### config.mk
export PLATFORM = sky130hd
export DESIGN_NAME = sequencer
export DESIGN_NICKNAME = d
export VERILOG_FILES = /design/src/rtl/sequencer.sv
export SDC_FILE = /design/constraint.sdc
export NUM_CORES = 1
export LEC_CHECK = 0
export CAP_MARGIN = 20
export CORE_AREA = 10 10 69 71
export DETAILED_ROUTE_END_ITERATION = 10
export DIE_AREA = 0 0 79 81
export PLACE_DENSITY = 0.89
export SYNTH_ARGS = -nofsm -noshare
export SYNTH_HDL_FRONTEND = slang
export SYNTH_SLANG_ARGS = --single-unit
export TNS_END_PERCENT = 100
### constraint.sdc
create_clock -name clock -period 1.8 [get_ports clock]
set_input_delay 0.45 -clock clock [delete_from_list [all_inputs] [get_ports clock]]
set_output_delay 0.45 -clock clock [all_outputs]
set_load 0.05 [all_outputs]
### src/rtl/sequencer.sv
// ---------------------------------------------------------------------------
// sequencer -- nibble-serial instruction sequencer for a 4-bit datapath.
//
// Fetches each instruction byte from program memory as two nibbles (high
// then low), latches opcode/operand, optionally fetches an 8-bit target byte,
// then issues one EXEC cycle of datapath control.
//
// Instruction timing:
//   1-byte : FETCH_HI, FETCH_LO, EXEC
//   2-byte : FETCH_HI, FETCH_LO, ADDR_HI, ADDR_LO, EXEC
//   HLT enters HALTED and stays there until reset.
//
// Parameter:
//   RESET_PC           program-counter value loaded on reset
//
// Configuration macro:
//   SEQUENCER_STACK_EN adds a 4-entry return stack with JMS (0xD, 2-byte)
//                      and BBL (0xE, 1-byte). Without it, 0xD/0xE are NOPs
//                      and no stack storage exists.
//
// Ports:
//   clock              sole clock, rising edge
//   reset              synchronous, active-high; overrides halt
//   halt               freeze: no state change, all write/clear strobes 0
//   rom_addr[7:0]      program-memory byte address (the PC)
//   rom_nibble         0 = high nibble, 1 = low nibble
//   data[3:0]          nibble from program memory, same cycle
//   take_branch        branch condition from the datapath; during ISZ EXEC
//                      it carries "register before increment != 4'hF"
//   reg_is_zero        datapath status, not used by this sequencer
//   clear_carry, write_carry, clear_accumulator, write_accumulator,
//   write_register     one-cycle strobes, EXEC only
//   inst_operand[3:0]  latched operand nibble
//   acc_input_sel[2:0], reg_input_sel[1:0], alu_op[1:0], alu_in0_sel[2:0],
//   alu_in1_sel[1:0], alu_cin_sel[1:0]   datapath selects (encodings below)
//   halted             high once HLT has executed
// ---------------------------------------------------------------------------
module sequencer #(
  parameter logic [7:0] RESET_PC = 8'h00
) (
  input  logic       clock,
  input  logic       reset,
  input  logic       halt,
  output logic [7:0] rom_addr,
  output logic       rom_nibble,
  input  logic [3:0] data,
  input  logic       take_branch,
  input  logic       reg_is_zero,
  output logic       clear_carry,
  output logic       write_carry,
  output logic       clear_accumulator,
  output logic       write_accumulator,
  output logic [3:0] inst_operand,
  output logic [2:0] acc_input_sel,
  output logic       write_register,
  output logic [1:0] reg_input_sel,
  output logic [1:0] alu_op,
  output logic [2:0] alu_in0_sel,
  output logic [1:0] alu_in1_sel,
  output logic [1:0] alu_cin_sel,
  output logic       halted
);

  // Datapath select encodings shared with the datapath.
  localparam logic [2:0] ACC_SEL_ALU = 3'd0;
  localparam logic [2:0] ACC_SEL_IMM = 3'd1;
  localparam logic [2:0] ACC_SEL_REG = 3'd2;
  localparam logic [1:0] REG_SEL_ACC = 2'd0;
  localparam logic [1:0] REG_SEL_ALU = 2'd1;
  localparam logic [1:0] ALU_ADD     = 2'd0;
  localparam logic [1:0] ALU_SUB     = 2'd1;  // ALU inverts in1 internally
  localparam logic [2:0] IN0_ACC     = 3'd0;
  localparam logic [2:0] IN0_REG     = 3'd1;
  localparam logic [1:0] IN1_REG     = 2'd0;
  localparam logic [1:0] IN1_ZERO    = 2'd1;
  localparam logic [1:0] CIN_ZERO    = 2'd0;
  localparam logic [1:0] CIN_CARRY   = 2'd1;
  localparam logic [1:0] CIN_ONE     = 2'd2;

  // Opcodes
  localparam logic [3:0] OP_NOP = 4'h0;
  localparam logic [3:0] OP_JCN = 4'h1;
  localparam logic [3:0] OP_LDM = 4'h2;
  localparam logic [3:0] OP_LD  = 4'h3;
  localparam logic [3:0] OP_ST  = 4'h4;
  localparam logic [3:0] OP_ADD = 4'h5;
  localparam logic [3:0] OP_SUB = 4'h6;
  localparam logic [3:0] OP_INC = 4'h7;
  localparam logic [3:0] OP_ISZ = 4'h8;
  localparam logic [3:0] OP_JUN = 4'h9;
  localparam logic [3:0] OP_CLC = 4'hA;
  localparam logic [3:0] OP_CLB = 4'hB;
  localparam logic [3:0] OP_HLT = 4'hF;
`ifdef SEQUENCER_STACK_EN
  localparam logic [3:0] OP_JMS = 4'hD;
  localparam logic [3:0] OP_BBL = 4'hE;
`endif

  typedef enum logic [2:0] {
    FETCH_HI = 3'd0,
    FETCH_LO = 3'd1,
    EXEC     = 3'd2,
    ADDR_HI  = 3'd3,
    ADDR_LO  = 3'd4,
    HALTED   = 3'd5
  } state_t;

  state_t     r_state;
  logic [7:0] r_pc;
  logic [3:0] r_opcode;
  logic [3:0] r_operand;
  logic [7:0] r_target;
  logic       r_halted;

`ifdef SEQUENCER_STACK_EN
  logic [7:0] r_stack [4];
  logic [1:0] r_sp;
  logic [1:0] w_sp_dec;
  assign w_sp_dec = r_sp - 2'd1;
`endif

  logic w_two_byte;
  logic w_strobe_en;
  logic w_cc, w_wc, w_ca, w_wa, w_wr;
  logic w_unused_status;

  // reg_is_zero is part of the datapath contract but not consumed here.
  assign w_unused_status = reg_is_zero;

  // Instructions that carry a target byte after the opcode byte.
  always_comb begin
    w_two_byte = (r_opcode == OP_JCN) || (r_opcode == OP_ISZ) ||
                 (r_opcode == OP_JUN);
`ifdef SEQUENCER_STACK_EN
    if (r_opcode == OP_JMS) w_two_byte = 1'b1;
`endif
  end

  // -------------------------------------------------------------------------
  // Control FSM: fetch, target fetch, execute, halt.
  // -------------------------------------------------------------------------
  always_ff @(posedge clock) begin
    if (reset) begin
      r_state   <= FETCH_HI;
      r_pc      <= RESET_PC;
      r_opcode  <= 4'h0;
      r_operand <= 4'h0;
      r_target  <= 8'h00;
      r_halted  <= 1'b0;
`ifdef SEQUENCER_STACK_EN
      r_sp      <= 2'd0;
`endif
    end else if (!halt) begin
      case (r_state)
        FETCH_HI: begin
          r_opcode <= data;
          r_state  <= FETCH_LO;
        end
        FETCH_LO: begin
          r_operand <= data;
          r_pc      <= r_pc + 8'd1;
          r_state   <= w_two_byte ? ADDR_HI : EXEC;
        end
        ADDR_HI: begin
          r_target[7:4] <= data;
          r_state       <= ADDR_LO;
        end
        ADDR_LO: begin
          r_target[3:0] <= data;
          r_pc          <= r_pc + 8'd1;
          r_state       <= EXEC;
        end
        EXEC: begin
          r_state <= FETCH_HI;
          case (r_opcode)
            OP_JCN: if (take_branch) r_pc <= r_target;
            // Datapath reports "pre-increment register != 4'hF" on take_branch.
            OP_ISZ: if (take_branch) r_pc <= r_target;
            OP_JUN: r_pc <= r_target;
            OP_HLT: begin
              r_state  <= HALTED;
              r_halted <= 1'b1;
            end
`ifdef SEQUENCER_STACK_EN
            OP_JMS: begin
              r_stack[r_sp] <= r_pc;  // PC already points past the target byte
              r_sp          <= r_sp + 2'd1;
              r_pc          <= r_target;
            end
            OP_BBL: begin
              r_pc <= r_stack[w_sp_dec];
              r_sp <= w_sp_dec;
            end
`endif
            default: ;
          endcase
        end
        HALTED:  r_state <= HALTED;
        default: r_state <= FETCH_HI;
      endcase
    end
  end

  // -------------------------------------------------------------------------
  // EXEC decode. Selects follow the opcode during EXEC; strobes are further
  // gated so that a halt or a reset landing on EXEC writes nothing.
  // -------------------------------------------------------------------------
  always_comb begin
    w_cc          = 1'b0;
    w_wc          = 1'b0;
    w_ca          = 1'b0;
    w_wa          = 1'b0;
    w_wr          = 1'b0;
    acc_input_sel = ACC_SEL_ALU;
    reg_input_sel = REG_SEL_ACC;
    alu_op        = ALU_ADD;
    alu_in0_sel   = IN0_ACC;
    alu_in1_sel   = IN1_REG;
    alu_cin_sel   = CIN_ZERO;
    if (r_state == EXEC) begin
      case (r_opcode)
        OP_NOP: ;
        OP_LDM: begin
          w_wa          = 1'b1;
          acc_input_sel = ACC_SEL_IMM;
        end
        OP_LD: begin
          w_wa          = 1'b1;
          acc_input_sel = ACC_SEL_REG;
        end
        OP_ST: begin
          w_wr          = 1'b1;
          reg_input_sel = REG_SEL_ACC;
        end
        OP_ADD: begin
          w_wa          = 1'b1;
          w_wc          = 1'b1;
          acc_input_sel = ACC_SEL_ALU;
          alu_op        = ALU_ADD;
          alu_in0_sel   = IN0_ACC;
          alu_in1_sel   = IN1_REG;
          alu_cin_sel   = CIN_CARRY;
        end
        OP_SUB: begin
          w_wa          = 1'b1;
          w_wc          = 1'b1;
          acc_input_sel = ACC_SEL_ALU;
          alu_op        = ALU_SUB;
          alu_in0_sel   = IN0_ACC;
          alu_in1_sel   = IN1_REG;
          alu_cin_sel   = CIN_CARRY;
        end
        OP_INC, OP_ISZ: begin
          // reg + 0 + 1, carry left alone
          w_wr          = 1'b1;
          reg_input_sel = REG_SEL_ALU;
          alu_op        = ALU_ADD;
          alu_in0_sel   = IN0_REG;
          alu_in1_sel   = IN1_ZERO;
          alu_cin_sel   = CIN_ONE;
        end
        OP_CLC: w_cc = 1'b1;
        OP_CLB: begin
          w_cc = 1'b1;
          w_ca = 1'b1;
        end
`ifdef SEQUENCER_STACK_EN
        OP_BBL: begin
          w_wa          = 1'b1;
          acc_input_sel = ACC_SEL_IMM;
        end
`endif
        default: ;
      endcase
    end
  end

  assign w_strobe_en       = ~halt & ~reset;
  assign clear_carry       = w_cc & w_strobe_en;
  assign write_carry       = w_wc & w_strobe_en;
  assign clear_accumulator = w_ca & w_strobe_en;
  assign write_accumulator = w_wa & w_strobe_en;
  assign write_register    = w_wr & w_strobe_en;

  assign rom_addr     = r_pc;
  assign rom_nibble   = (r_state == FETCH_LO) || (r_state == ADDR_LO);
  assign inst_operand = r_operand;
  assign halted       = r_halted;

endmodule

==> results of run 1 <==
[routing by layer]
metal / GRT usage (%) / vias up / part of all wire [%]
met5: 0 / - / 0
met4: 6.45 / 0 / 4.1
met3: 3.75 / 31 / 9.6
met2: 31.0 / 132 / 50
met1: 19.4 / 878 / 36
li1: - / 805 / -
[per-stage QoR]
stage	utilization, %	cells	total power, mW	setup slack (ps)	cell area, sq um
detailed placement	67.0	287	1.01	-439	2360
floorplan	-	197	0.900	-363	1750
CTS	74.7	302	1.47	-216	2630
global placement	67.0	287	0.997	-429	2360
finish	76.7	305	1.51	-228	2700
global route	76.7	305	1.56	-297	2700
[final cells by class]
type                    count  area, sq um
multi-input cells         143         1140
repair buffers             77          843
fillers                   227          822
flip-flops and latches     28          582
well taps                  48         60.1
clock inverters             1         30.0
inverters                   5         23.8
clock buffers               3         22.5
[registers in the layout (all words and copies together), names as in the netlist]
register	cells
rom_addr	8
r_opcode	4
r_state	3
inst_operand	4
halted	1
r_target	8
[critical path, stage by stage, from the launching register on]
cell     delay [ps]
dfxtp_4         440
xnor2_4         290
nand2_1         150
a21oi_4         190
buf_12          150
[placed cells by master, fill, tap and decap left out, types with 2 or more instances in the layout]
master,Yosys,layout
buf_4,8,42
dfxtp_1,28,21
nor2_1,24,20
nand2_1,21,19
buf_12,0,16
mux2i_1,13,13
a21oi_1,16,13
buf_6,1,11
o21ai_0,6,6
conb_1,1,6
nor2_4,1,5
clkdlybuf4s50_1,0,5
dfxtp_4,0,5
nand2b_4,0,3
nor4_4,1,3
a21oi_4,0,3
inv_1,4,3
nor4_1,5,3
o22a_1,3,3
o32ai_2,3,3
nor3_1,5,3
o32ai_1,3,3
clkbuf_4,0,3
nor3b_4,0,2
nand3b_1,2,2
nor3_4,0,2
nor3_2,2,2
nand4_1,2,2
nand3_1,3,2
a211o_1,2,2
dfxtp_2,0,2
[kinds of logic (layout without fill, tap and decap cells)]
logic type	Yosys count	in the layout	synth area share, %
fa+ha+maj	2	2	1.48
buf+inv	26	86	8.88
compound gates	43	43	20.0
mux	13	13	8.10
flops	28	28	34.9
simple gates	77	77	25.3
other cells	1	6	0.233
xor+xnor	2	2	1.09
[Yosys cell counts (all sizes together)]
library cell | n | area share (%)
o22ai | 1 | 0.39
nor3 | 7 | 2.8
a21o | 1 | 0.47
o2bb2ai | 1 | 0.55
and2 | 1 | 0.39
a211oi | 2 | 1.7
inv | 4 | 0.93
o32ai | 6 | 4.7
o311a | 1 | 0.62
nand2b | 4 | 1.7
mux2i | 13 | 8.1
conb | 1 | 0.23
nor2 | 25 | 6.3
maj3 | 1 | 0.70
nand3 | 3 | 0.93
a221oi | 1 | 0.55
a21oi | 16 | 5.0
buf | 15 | 6.3
xor2 | 1 | 0.55
xnor2 | 1 | 0.55
nand2 | 21 | 4.9
o22a | 3 | 1.6
and4b | 1 | 0.62
a311oi | 1 | 0.55
o21ai | 6 | 1.9
nor4 | 6 | 3.3
nor3b | 3 | 1.7
nand4 | 2 | 0.78
clkinv | 1 | 0.23
ha | 1 | 0.78
a22oi | 2 | 0.93
clkbuf | 6 | 1.4
nor2b | 1 | 0.39
nand3b | 2 | 0.93
nand4b | 1 | 0.55
dfxtp | 28 | 35
a211o | 2 | 1.1
[path summary, 6_finish.rpt]
kind               startpoint              to  slack, ps  cells after the start
setup / recovery  r_opcode[0]  write_register       -230                      4
hold reg to reg        halted          halted        500                      1
setup reg to reg   r_state[0]     rom_addr[0]         20                      8
hold / removal         halted          halted        500                      1
[repair_timing]
item                                    4_1_cts  5_1_grt
pin swaps                                     8        6
hold buffers                                  0        0
setup buffers                                12        4
endpoints found under the setup margin       15       21
resized for setup                            41       11
[where the power goes]
group	switching (mW)	internal [mW]	total (mW)	leakage, nW
Sequential	0.0318	0.638	0.670	0.231
Clock	0.212	0.225	0.437	0.0279
Combinational	0.243	0.163	0.407	0.779
Total	0.487	1.03	1.51	1.04
==> results.toml, run 1 <==
[routing]
drc_errors = 0
vias_per_cell = 6.05
via_count = 1846
routed_wl_mm = 6.24
wl_per_cell_um = 20.5
drt_iter0_markers = 241
ant_nets = 0
first_pass_iters = 5

[timing]
clock.fmax_mhz = 493
min_period_ps = 2030
period_share_pct = 113
fin_setup_tns_ps = -2650
fin_skew_ps = 14.5
holdWs_ps = 502
setup_viol = 14
drv_slew = 0
finalHoldViolations = 0
setup_ws_ps = -228
rsz0062_at_grt = "true"

[global_routing]
grt_pass1_vias = 1804
grt_pass1_wl_mm = 9.00
grt_max_degree = 27
grt_overflow = 0
grt_usage_pct = 17.2
antenna_found_initial = 0

[setup_path]
endpoint_kind = "primary output"
start_kind = "register"
critical_path.max_fanout = 9
required_ps = 1350
worstPathArrival_ps = 1580
path_class = "register to primary output"

[clock_network]
cts.sinks = 28
cts_inserted_buffers = 3
root_buffer = "clkbuf_4"
clock_path_buffers = 2
cts_tree = "done"
clk_latency_ps = 350
clk_pin_slew_worst_paths_ps = 170
cts_max_level = 1

[floorplanning]
fp.dieArea_sq_um = 6400
die_y_um = 81
io_pins = 42
coreArea_sq_um = 3520
row_count = 22
start_util_pct = 45.6
die_x_um = 79

[synthesis]
ys_warn_count = 0
syn_area_per_cell_sq_um = 8.37
syn_area_sq_um = 1610
ys_seq_area_share_pct = 34.9
netlist_instances = 192
synth_seq_cells = 28
synth_cell_types = 46

[run]
maxCapViolCount = 0

[final_layout]
area_growth_pct = 68.1
fin_nets = 268
drive_gt1_share_pct = 45.5
diodes = 0

[status]
violations = "setup timing"
outcome = "finished with violations"

[placement]
portBuffers = 34
place_congestion = 0.835
hpwlAfterDp_mm = 3.46

[power_and_ir_drop]
ir_drop_mv = 0.504
p_leak_nw = 1.04
power_density_nw_per_um2 = 560

[min_path]
min_path_type = "register to register"
Power figures use the tool's default switching activity.
==> run 2, diff against run 1 <==
Settings changed: SLEW_MARGIN set to 15.
==> results of run 2 <==
Same layout as run 1: the final DEF is identical, and so are final timing and power.
==> RTL change (settings of run 1) <==
Add an input register stage for `halt`, `data`, `take_branch` and `reg_is_zero`, with the module's reset; this delays them by one clock. Comments in the files are not updated.
--- a/src/rtl/sequencer.sv
+++ b/src/rtl/sequencer.sv
@@ -106,4 +106,23 @@
   } state_t;
 
+  logic halt_q;
+  logic [3:0] data_q;
+  logic take_branch_q;
+  logic reg_is_zero_q;
+
+  always_ff @(posedge clock) begin
+    if (reset) begin
+      halt_q        <= '0;
+      data_q        <= '0;
+      take_branch_q <= '0;
+      reg_is_zero_q <= '0;
+    end else begin
+      halt_q        <= halt;
+      data_q        <= data;
+      take_branch_q <= take_branch;
+      reg_is_zero_q <= reg_is_zero;
+    end
+  end
+
   state_t     r_state;
   logic [7:0] r_pc;
@@ -126,5 +145,5 @@
 
   // reg_is_zero is part of the datapath contract but not consumed here.
-  assign w_unused_status = reg_is_zero;
+  assign w_unused_status = reg_is_zero_q;
 
   // Instructions that carry a target byte after the opcode byte.
@@ -151,21 +170,21 @@
       r_sp      <= 2'd0;
 `endif
-    end else if (!halt) begin
+    end else if (!halt_q) begin
       case (r_state)
         FETCH_HI: begin
-          r_opcode <= data;
+          r_opcode <= data_q;
           r_state  <= FETCH_LO;
         end
         FETCH_LO: begin
-          r_operand <= data;
+          r_operand <= data_q;
           r_pc      <= r_pc + 8'd1;
           r_state   <= w_two_byte ? ADDR_HI : EXEC;
         end
         ADDR_HI: begin
-          r_target[7:4] <= data;
+          r_target[7:4] <= data_q;
           r_state       <= ADDR_LO;
         end
         ADDR_LO: begin
-          r_target[3:0] <= data;
+          r_target[3:0] <= data_q;
           r_pc          <= r_pc + 8'd1;
           r_state       <= EXEC;
@@ -174,7 +193,7 @@
           r_state <= FETCH_HI;
           case (r_opcode)
-            OP_JCN: if (take_branch) r_pc <= r_target;
+            OP_JCN: if (take_branch_q) r_pc <= r_target;
             // Datapath reports "pre-increment register != 4'hF" on take_branch.
-            OP_ISZ: if (take_branch) r_pc <= r_target;
+            OP_ISZ: if (take_branch_q) r_pc <= r_target;
             OP_JUN: r_pc <= r_target;
             OP_HLT: begin
@@ -276,5 +295,5 @@
   end
 
-  assign w_strobe_en       = ~halt & ~reset;
+  assign w_strobe_en       = ~halt_q & ~reset;
   assign clear_carry       = w_cc & w_strobe_en;
   assign write_carry       = w_wc & w_strobe_en;
Formal check against the unedited RTL: not equivalent (a bounded check fails within 4 cycles, from zero or initial values and one cycle with reset high).
==> RTL change against run 1 <==
  * The flow still finishes with violations (negative setup slack)
  * Area after synthesis up 9.1%
  * Sequential cell count up 6
  * Fmax down 6.9%
  * Worst setup slack worse by 0.15 ns
  * Design area down 1.4%
  * Wire length down 18%
  * Core utilization down 1.1 points
  * Power up 18%
  * Critical path type unchanged
  * Highest routed layer unchanged
==> RTL change: results <==
worst_setup_path:
  worst_ep_arrival_time_ns: 1.73
  worst_r2r_path_depth: 6
  worst_path_dominant_cell_family: "simple AND/OR/NAND/NOR gates"
  critical_path.reg2reg.endpoint: "rom_addr[3]$_SDFFE_PP0P_"
  critical_path_top_delay_cell: "sky130_fd_sc_hd__or4_4"
pwr:
  pwr.group.clock_uw: 443
  vdd_ir_drop_max_mv: 0.611
  leakagePower_uw: 0.000982
  power_density_nw_per_um2: 671
timing:
  timing.final.setup_violations: 13
  holdWs_ns: 0.490
  sum_of_negative_setup_slack_ns: -3.91
  fin_skew_ns: 0.0135
  post-route-worst-setup-slack_ns: -0.378
clock_network:
  clkTransAtPathRegs_ns: 0.10
  tritoncts.num_buffers: 5
drt:
  wl_per_cell_um: 16.8
  detailedRoute.firstPassIterationCount: 4
  via_count: 1731
  route.layer.met1.wl_um: 2040
grt:
  vias_in_the_first_global_route: 1642
  largest_net_degree_at_the_start_of_global_routing: 35
  wire_length_of_the_first_global_routing_pass_um: 7650
  groute.layer.met1.usage: 0.156
  met2_usage: 0.245
  groute.layer.met3.usage: 0.0497
layout:
  layout-drive-gt1-share: 0.385
  post_layout_net_count: 266
  finish.utilization: 0.756
run_status:
  violations: "negative setup slack"
  outcome: "finished with violations"
logic_synthesis:
  synth_area_leaders: "sky130_fd_sc_hd__dfxtp_1, sky130_fd_sc_hd__mux2i_1, sky130_fd_sc_hd__nor2_1"
  ys_seq_area_frac: 0.388
  yosys.cell_types.count: 43
place:
  post_dp_cell_area_sq_um: 2490
  place.detailed.hpwl_um: 3420
RTL change: cell families (layout without fill, tap and decap cells):
logic type,count (synthesis),count (layout),share of synthesized area
AND/OR/NAND/NOR,81,81,0.241
AO/OA/AOI/OAI,41,41,0.159
flip-flops,34,34,0.388
buffers and inverters,26,73,0.0849
multiplexers,16,16,0.0914
XOR/XNOR,4,4,0.0200
adder cells (fa/ha/maj),2,2,0.0128
other,1,6,0.00214
RTL change: worst min-delay path, cell delays in order (launching register included):
cell	delay, ns
sky130_fd_sc_hd__dfxtp_1	0.34
sky130_fd_sc_hd__a21oi_1	0.05
sky130_fd_sc_hd__nor2_1	0.07
RTL change: layout make-up:
cell class	count	area [sq um]
multi-input cells	150	1110
fillers	237	860
repair buffers	62	726
flip-flops and latches	34	693
well taps	48	60.1
clock buffers	7	55.1
inverters	3	11.3
clock inverters	1	5.00
RTL change: worst max-delay path by stage:
stage | startpoint | to | slack (ns) | depth (start not counted)
2_1_floorplan | r_state[2]$_SDFFE_PP0N_ | clear_accumulator | -0.35 | 5
3_3_place_gp | reset | clear_accumulator | -0.39 | 5
3_5_place_dp | reset | clear_accumulator | -0.43 | 5
4_1_cts | r_state[2]$_SDFFE_PP0N_ | clear_accumulator | -0.38 | 5
5_1_grt | r_state[2]$_SDFFE_PP0N_ | clear_accumulator | -0.43 | 5
6_report | r_state[2]$_SDFFE_PP0N_ | clear_accumulator | -0.38 | 5
RTL change: timing repair:
action / CTS / global route
gates resized for setup: 6 / 26
hold buffers: 0 / 0
setup endpoints to repair: 21 / 22
setup buffers: 2 / 1
pin swaps: 5 / 7
RTL change: per-stage QoR:
step,setup slack [ns],instances
after floorplan,-0.347,210
after global placement,-0.390,295
after detailed placement,-0.429,295
after CTS,-0.379,305
after global routing,-0.430,305
final,-0.378,305
